### src/rtl/audio_pkg.sv
// Shared audio-subsystem constants and the I2S receiver state encoding.
package audio_pkg;
  localparam int SAMPLE_W = 24;
  localparam int MIN_BITS = 16;
  localparam int BITCNT_W = 6;

  typedef enum logic {
    RX_HUNT = 1'b0,
    RX_RUN  = 1'b1
  } rx_state_e;
endpackage

### src/rtl/i2s_rx_sync2.sv
// Generic two-flop synchroniser for a single asynchronous level.
module sync2 (
  input  logic clk,
  input  logic rst,
  input  logic d_i,
  output logic q_o
);
  logic [1:0] ff_q;

  always_ff @(posedge clk or negedge rst) begin
    if (!rst) ff_q <= '0;
    else      ff_q <= {ff_q[0], d_i};
  end

  assign q_o = ff_q[1];
endmodule

### src/rtl/i2s_rx.sv
// Oversampling I2S receiver: deserialises BCK/LRCK/DATA into left-justified
// stereo samples with a pair-valid strobe and a short-slot error strobe.
module i2s_rx #(
  parameter int SAMPLE_W = 24,
  parameter int MIN_BITS = 16
) (
  input  logic                clk,
  input  logic                rst,
  input  logic                enable,
  input  logic                i2s_bck,
  input  logic                i2s_lrck,
  input  logic                i2s_data,
  output logic [SAMPLE_W-1:0] left_data,
  output logic [SAMPLE_W-1:0] right_data,
  output logic                sample_valid,
  output logic                word_error
);
  import audio_pkg::BITCNT_W;
  import audio_pkg::rx_state_e;
  import audio_pkg::RX_HUNT;
  import audio_pkg::RX_RUN;

  logic bck_s, lrck_s, data_s;

  sync2 u_sync_bck  (.clk(clk), .rst(rst), .d_i(i2s_bck),  .q_o(bck_s));
  sync2 u_sync_lrck (.clk(clk), .rst(rst), .d_i(i2s_lrck), .q_o(lrck_s));
  sync2 u_sync_data (.clk(clk), .rst(rst), .d_i(i2s_data), .q_o(data_s));

  // Edge stage: the detected rise travels with the lrck/data sampled alongside it.
  logic bck_d_q, rise_q, lrck_q, data_q;

  always_ff @(posedge clk or negedge rst) begin
    if (!rst) begin
      bck_d_q <= 1'b0;
      rise_q  <= 1'b0;
      lrck_q  <= 1'b0;
      data_q  <= 1'b0;
    end else begin
      bck_d_q <= bck_s;
      rise_q  <= bck_s & ~bck_d_q;
      lrck_q  <= lrck_s;
      data_q  <= data_s;
    end
  end

  logic [SAMPLE_W-1:0] shreg_q, shreg_wr;
  logic [BITCNT_W-1:0] bitcnt_q, cnt_inc;
  logic                ws_q;
  logic                boundary, short_w;

  always_comb begin
    shreg_wr = shreg_q;
    for (int i = 0; i < SAMPLE_W; i++)
      if (bitcnt_q == BITCNT_W'(SAMPLE_W - 1 - i)) shreg_wr[i] = data_q;
    cnt_inc = (bitcnt_q == '1) ? bitcnt_q : bitcnt_q + 1'b1;
  end

  // A word select change at a rise means this bit is the LSB of channel ws_q.
  assign boundary = rise_q & (lrck_q != ws_q);
  assign short_w  = cnt_inc < BITCNT_W'(MIN_BITS);

  always_ff @(posedge clk or negedge rst) begin
    if (!rst) begin
      shreg_q  <= '0;
      bitcnt_q <= '0;
      ws_q     <= 1'b0;
    end else if (rise_q) begin
      ws_q <= lrck_q;
      if (boundary) begin
        shreg_q  <= '0;
        bitcnt_q <= '0;
      end else begin
        shreg_q  <= shreg_wr;
        bitcnt_q <= cnt_inc;
      end
    end
  end

  rx_state_e state_q, state_d;

  always_ff @(posedge clk or negedge rst) begin
    if (!rst) state_q <= RX_HUNT;
    else      state_q <= state_d;
  end

  always_comb begin
    state_d = state_q;
    if (!enable) state_d = RX_HUNT;
    else if (boundary) begin
      unique case (state_q)
        RX_HUNT: state_d = RX_RUN;
        RX_RUN:  if (short_w) state_d = RX_HUNT;
        default: state_d = RX_HUNT;
      endcase
    end
  end

  logic commit_l, commit_r, err_w;

  always_comb begin
    commit_l = 1'b0;
    commit_r = 1'b0;
    err_w    = 1'b0;
    if (enable && boundary && state_q == RX_RUN) begin
      if (short_w)   err_w    = 1'b1;
      else if (ws_q) commit_r = 1'b1;
      else           commit_l = 1'b1;
    end
  end

  logic [SAMPLE_W-1:0] left_q, left_d, right_q, right_d;
  logic                valid_q, valid_d, err_q, err_d, left_ok_q, left_ok_d;

  always_comb begin
    left_d    = commit_l ? shreg_wr : left_q;
    right_d   = commit_r ? shreg_wr : right_q;
    valid_d   = commit_r & left_ok_q;
    err_d     = err_w;
    left_ok_d = left_ok_q;
    if (!enable || state_q == RX_HUNT) left_ok_d = 1'b0;
    else if (commit_l)                 left_ok_d = 1'b1;
    else if (commit_r || err_w)        left_ok_d = 1'b0;
  end

  always_ff @(posedge clk or negedge rst) begin
    if (!rst) begin
      left_q    <= '0;
      right_q   <= '0;
      valid_q   <= 1'b0;
      err_q     <= 1'b0;
      left_ok_q <= 1'b0;
    end else begin
      left_q    <= left_d;
      right_q   <= right_d;
      valid_q   <= valid_d;
      err_q     <= err_d;
      left_ok_q <= left_ok_d;
    end
  end

  assign left_data    = left_q;
  assign right_data   = right_q;
  assign sample_valid = valid_q;
  assign word_error   = err_q;
endmodule
### config.mk
export PLATFORM = sky130hd
export DESIGN_NAME = i2s_rx
export DESIGN_NICKNAME = d
export VERILOG_FILES = /design/src/rtl/audio_pkg.sv /design/src/rtl/i2s_rx_sync2.sv /design/src/rtl/i2s_rx.sv
export SDC_FILE = /design/constraint.sdc
export NUM_CORES = 1
export LEC_CHECK = 0
export ABC_AREA = 0
export BUFFER_PORTS_ARGS = -buffer_cell sky130_fd_sc_hd__buf_2
export CORE_ASPECT_RATIO = 1.25
export CORE_MARGIN = 1
export CORE_UTILIZATION = 45
export CTS_CLUSTER_DIAMETER = 100
export DETAILED_ROUTE_END_ITERATION = 8
export GPL_TIMING_DRIVEN = 0
export PLACE_DENSITY = 0.67
export SETUP_SLACK_MARGIN = 0.3
export SLEW_MARGIN = 20
export SYNTH_ARGS = -nofsm -noshare
export SYNTH_HDL_FRONTEND = slang
export SYNTH_SLANG_ARGS = --single-unit
### constraint.sdc
create_clock -name clk -period 4.2 [get_ports clk]
set_clock_uncertainty 0.2 [all_clocks]
set_input_delay 0.42 -clock clk [delete_from_list [all_inputs] [get_ports clk]]
set_output_delay 0.42 -clock clk [all_outputs]
set_load 0.005 [all_outputs]
==> impl_metrics.toml <==
[clock_tree]
cts_buffer_depth = 2
cts_tree = "built"
post-cts-setup-buffers = 0
cts.sinks = 93
cts_buffers = 9
htreeDepth = 3
cts.clk_slew.worst_paths_ns = 0.09
insertion_delay_ns = 0.36
clockRootBuffer = "clkbuf_8"

[yosys]
avgSynthCellArea_sq_um = 13.1
synth-edff-count = 0
syn_inst = 310
ys.flop_type = "dfrtp_1"
synth_seq_cells = 93
synth_nets = 320
async_flop_share_pct = 100
yosys_warnings = 0
synth_area_sq_mm = 0.00407
ys_seq_area_share_pct = 57.2
ys_types = 32

[timing]
setup_viol = 0
finalHoldViolCount = 0
finalSetupTns_ns = 0
drv_slew = 0
rsz0062_at_grt = "no"
relSlewSlack_pct = 56.4
tightest_slew_ns = 0.652
layout_min_cycle_time_ns = 2.39
finalCritPeriodShare_pct = 56.9
whs_ns = 0.112
fmax_mhz = 418

[critical_path]
r2r_end = "left_data[21]"
cpMaxStageDelayCell = "nor3b_1"
setup.worst_path.class = "reg2reg"
crit_path_end_kind = "flop"
worstSetupEndpoint = "left_data[21]"
cp-start-kind = "flop"
cpPeakStageDelay_ns = 0.51
arrival_ns = 2.44
reg2reg_slack_ns = 1.81
critPathMaxFanout = 6
reg2reg_from = "bitcnt_q[0]"
critical_path.top_delay_family = "simple AND/OR/NAND/NOR gates"
worstRegToRegCells = 6
critical_path_depth = 6
startpoint = "bitcnt_q[0]"
critPathBufInv = 1
worstPathRequired_ns = 4.25
worstPathCellList = "inv_1 > ha_1 > nor3b_1 > nand2_1 > mux2_2 > mux2_1"

[power]
pwr_density_cell_mw_per_mm2 = 382
irDropWorstVdd_mv = 0.225
power_leakage_nw = 2.49

[finish]
fillers = 813
multiInputGateArea_sq_mm = 0.00162
final_common_cell = "dfrtp_1"
final_cell_mix = "dfrtp_1 (93), mux2_2 (68), buf_2 (59), nand2_1 (23), a22o_1 (19)"
seqCellArea_sq_mm = 0.00233
antenna_cells = 0
area_growth_pct = 17.0
drive_gt1_share_pct = 39.6
finalNetCount = 391

[grt]
grt_pass1_vias = 2707
antenna_found_initial = 0
grt_first_pass_wirelength_um = 13400
grt-ovfl-total = 0
gr-usage-all-layers_pct = 18.8
grt_max_degree = 53

[routing]
via_per_inst = 5.27
vias = 2665
firstDrtPassIters = 5
drc = 0
ant_nets = 0
finalWirelength_um = 7940
first_iter_violations = 124
wl_per_cell_um = 15.7

[floorplanning]
die_h_um = 108
core.rowCount = 38
core_area_sq_mm = 0.00875
dieArea_sq_mm = 0.00943
initial_core_util_pct = 46.5
num_io_pins = 56
die_w_um = 87.0

[place]
dp_hpwl_um = 5590
gp_congestion = 0.882
port_buffers = 55

[status]
status = "finished, final reports clean"

[worst_hold_path]
hp-class = "in2reg"

[flow_run]
cap_violations = 0
[cell type report]
class / count / area share (%)
plain buffers: 16 / 2.02
clock buffers: 12 / 3.05
clock inverters: 4 / 0.999
inverters: 6 / 0.473
multi-input cells: 195 / 34.1
flip-flops and latches: 93 / 48.9
well taps: 120 / 3.15
repair buffers: 60 / 7.33
[worst register-to-register path: stages, from the launching register on]
cell	delay, ns
dfrtp_1	0.45
inv_1	0.12
ha_1	0.24
nor3b_1	0.51
nand2_1	0.16
mux2_2	0.32
mux2_1	0.28
[power by group]
part           internal (W)  switching, W
Combinational      0.000104      0.000167
Clock              0.000290      0.000302
Sequential         0.000927     0.0000277
Total               0.00132      0.000497
[worst min path at each step]
stage / depth (start not counted) / from / to
after floorplan: 0 / rst / bck_d_q
after global placement: 0 / u_sync_data.ff_q[0] / u_sync_data.ff_q[1]
after detailed placement: 0 / u_sync_bck.ff_q[0] / u_sync_bck.ff_q[1]
after CTS: 3 / enable / state_q
after global routing: 3 / enable / state_q
final: 3 / enable / state_q
[kinds of logic after synthesis]
kind of cell / count (synthesis) / synth area share, %
and+or+nand+nor: 63 / 8.80
muxes: 74 / 20.5
adders and majority gates: 4 / 1.23
DFF: 93 / 57.2
buffers and inverters: 22 / 2.92
AOI/OAI and AO/OA: 52 / 8.92
xor gates and xnor gates: 2 / 0.431
[state kept, by name (all words and copies together), names as in the netlist]
name / cells
word_error: 1
left_data: 24
u_sync_lrck.ff_q: 2
u_sync_data.ff_q: 2
data_q: 1
bitcnt_q: 6
right_data: 24
state_q: 1
left_ok_q: 1
lrck_q: 1
shreg_q: 24
rise_q: 1
u_sync_bck.ff_q: 2
sample_valid: 1
ws_q: 1
bck_d_q: 1
[metal layers]
layer / GRT usage [%] / part of all wire (%) / up-vias
li1: - / - / 1249
met1: 23.7 / 44 / 1343
met2: 31.2 / 51 / 62
met3: 4.81 / 3.7 / 11
met4: 7.14 / 1.9 / 0
met5: 0 / 0 / -
[timing repair]
action	4_1_cts	5_1_grt
resized for setup	0	0
hold endpoints to repair	44	0
hold buffers	4	0
[cells in the mapped netlist (2+ instances only)]
cell | count | area [sq um]
nand2_1 | 23 | 86.3
a21oi_1 | 13 | 65.1
buf_6 | 4 | 45.0
clkbuf_1 | 7 | 26.3
dfrtp_1 | 93 | 2330
ha_1 | 4 | 50.1
buf_2 | 5 | 25.0
nor3_1 | 2 | 10.0
o21ai_0 | 13 | 65.1
nor3b_1 | 4 | 30.0
nor2b_1 | 5 | 31.3
nor2_1 | 10 | 37.5
nand4b_4 | 2 | 47.6
nand3_1 | 11 | 55.1
inv_1 | 5 | 18.8
mux2_2 | 68 | 766
a22o_1 | 19 | 166
and3_1 | 2 | 12.5
o22ai_1 | 2 | 12.5
mux2_1 | 6 | 67.6
[stage by stage]
| stage | worst slack (ns) | util, % | instances | total power, W | area [sq um] |
|---|---|---|---|---|---|
| global placement | 1.64 | 51.4 | 485 | 0.00123 | 4490 |
| detailed placement | 1.84 | 51.7 | 486 | 0.00124 | 4530 |
| finish | 1.81 | 54.4 | 506 | 0.00182 | 4760 |
| CTS | 1.83 | 54.4 | 506 | 0.00184 | 4760 |
| global route | 1.68 | 54.4 | 506 | 0.00190 | 4760 |
| floorplan | 2.10 | - | 310 | 0.00116 | 4070 |
Note: power is estimated with default switching activity, not from simulation.
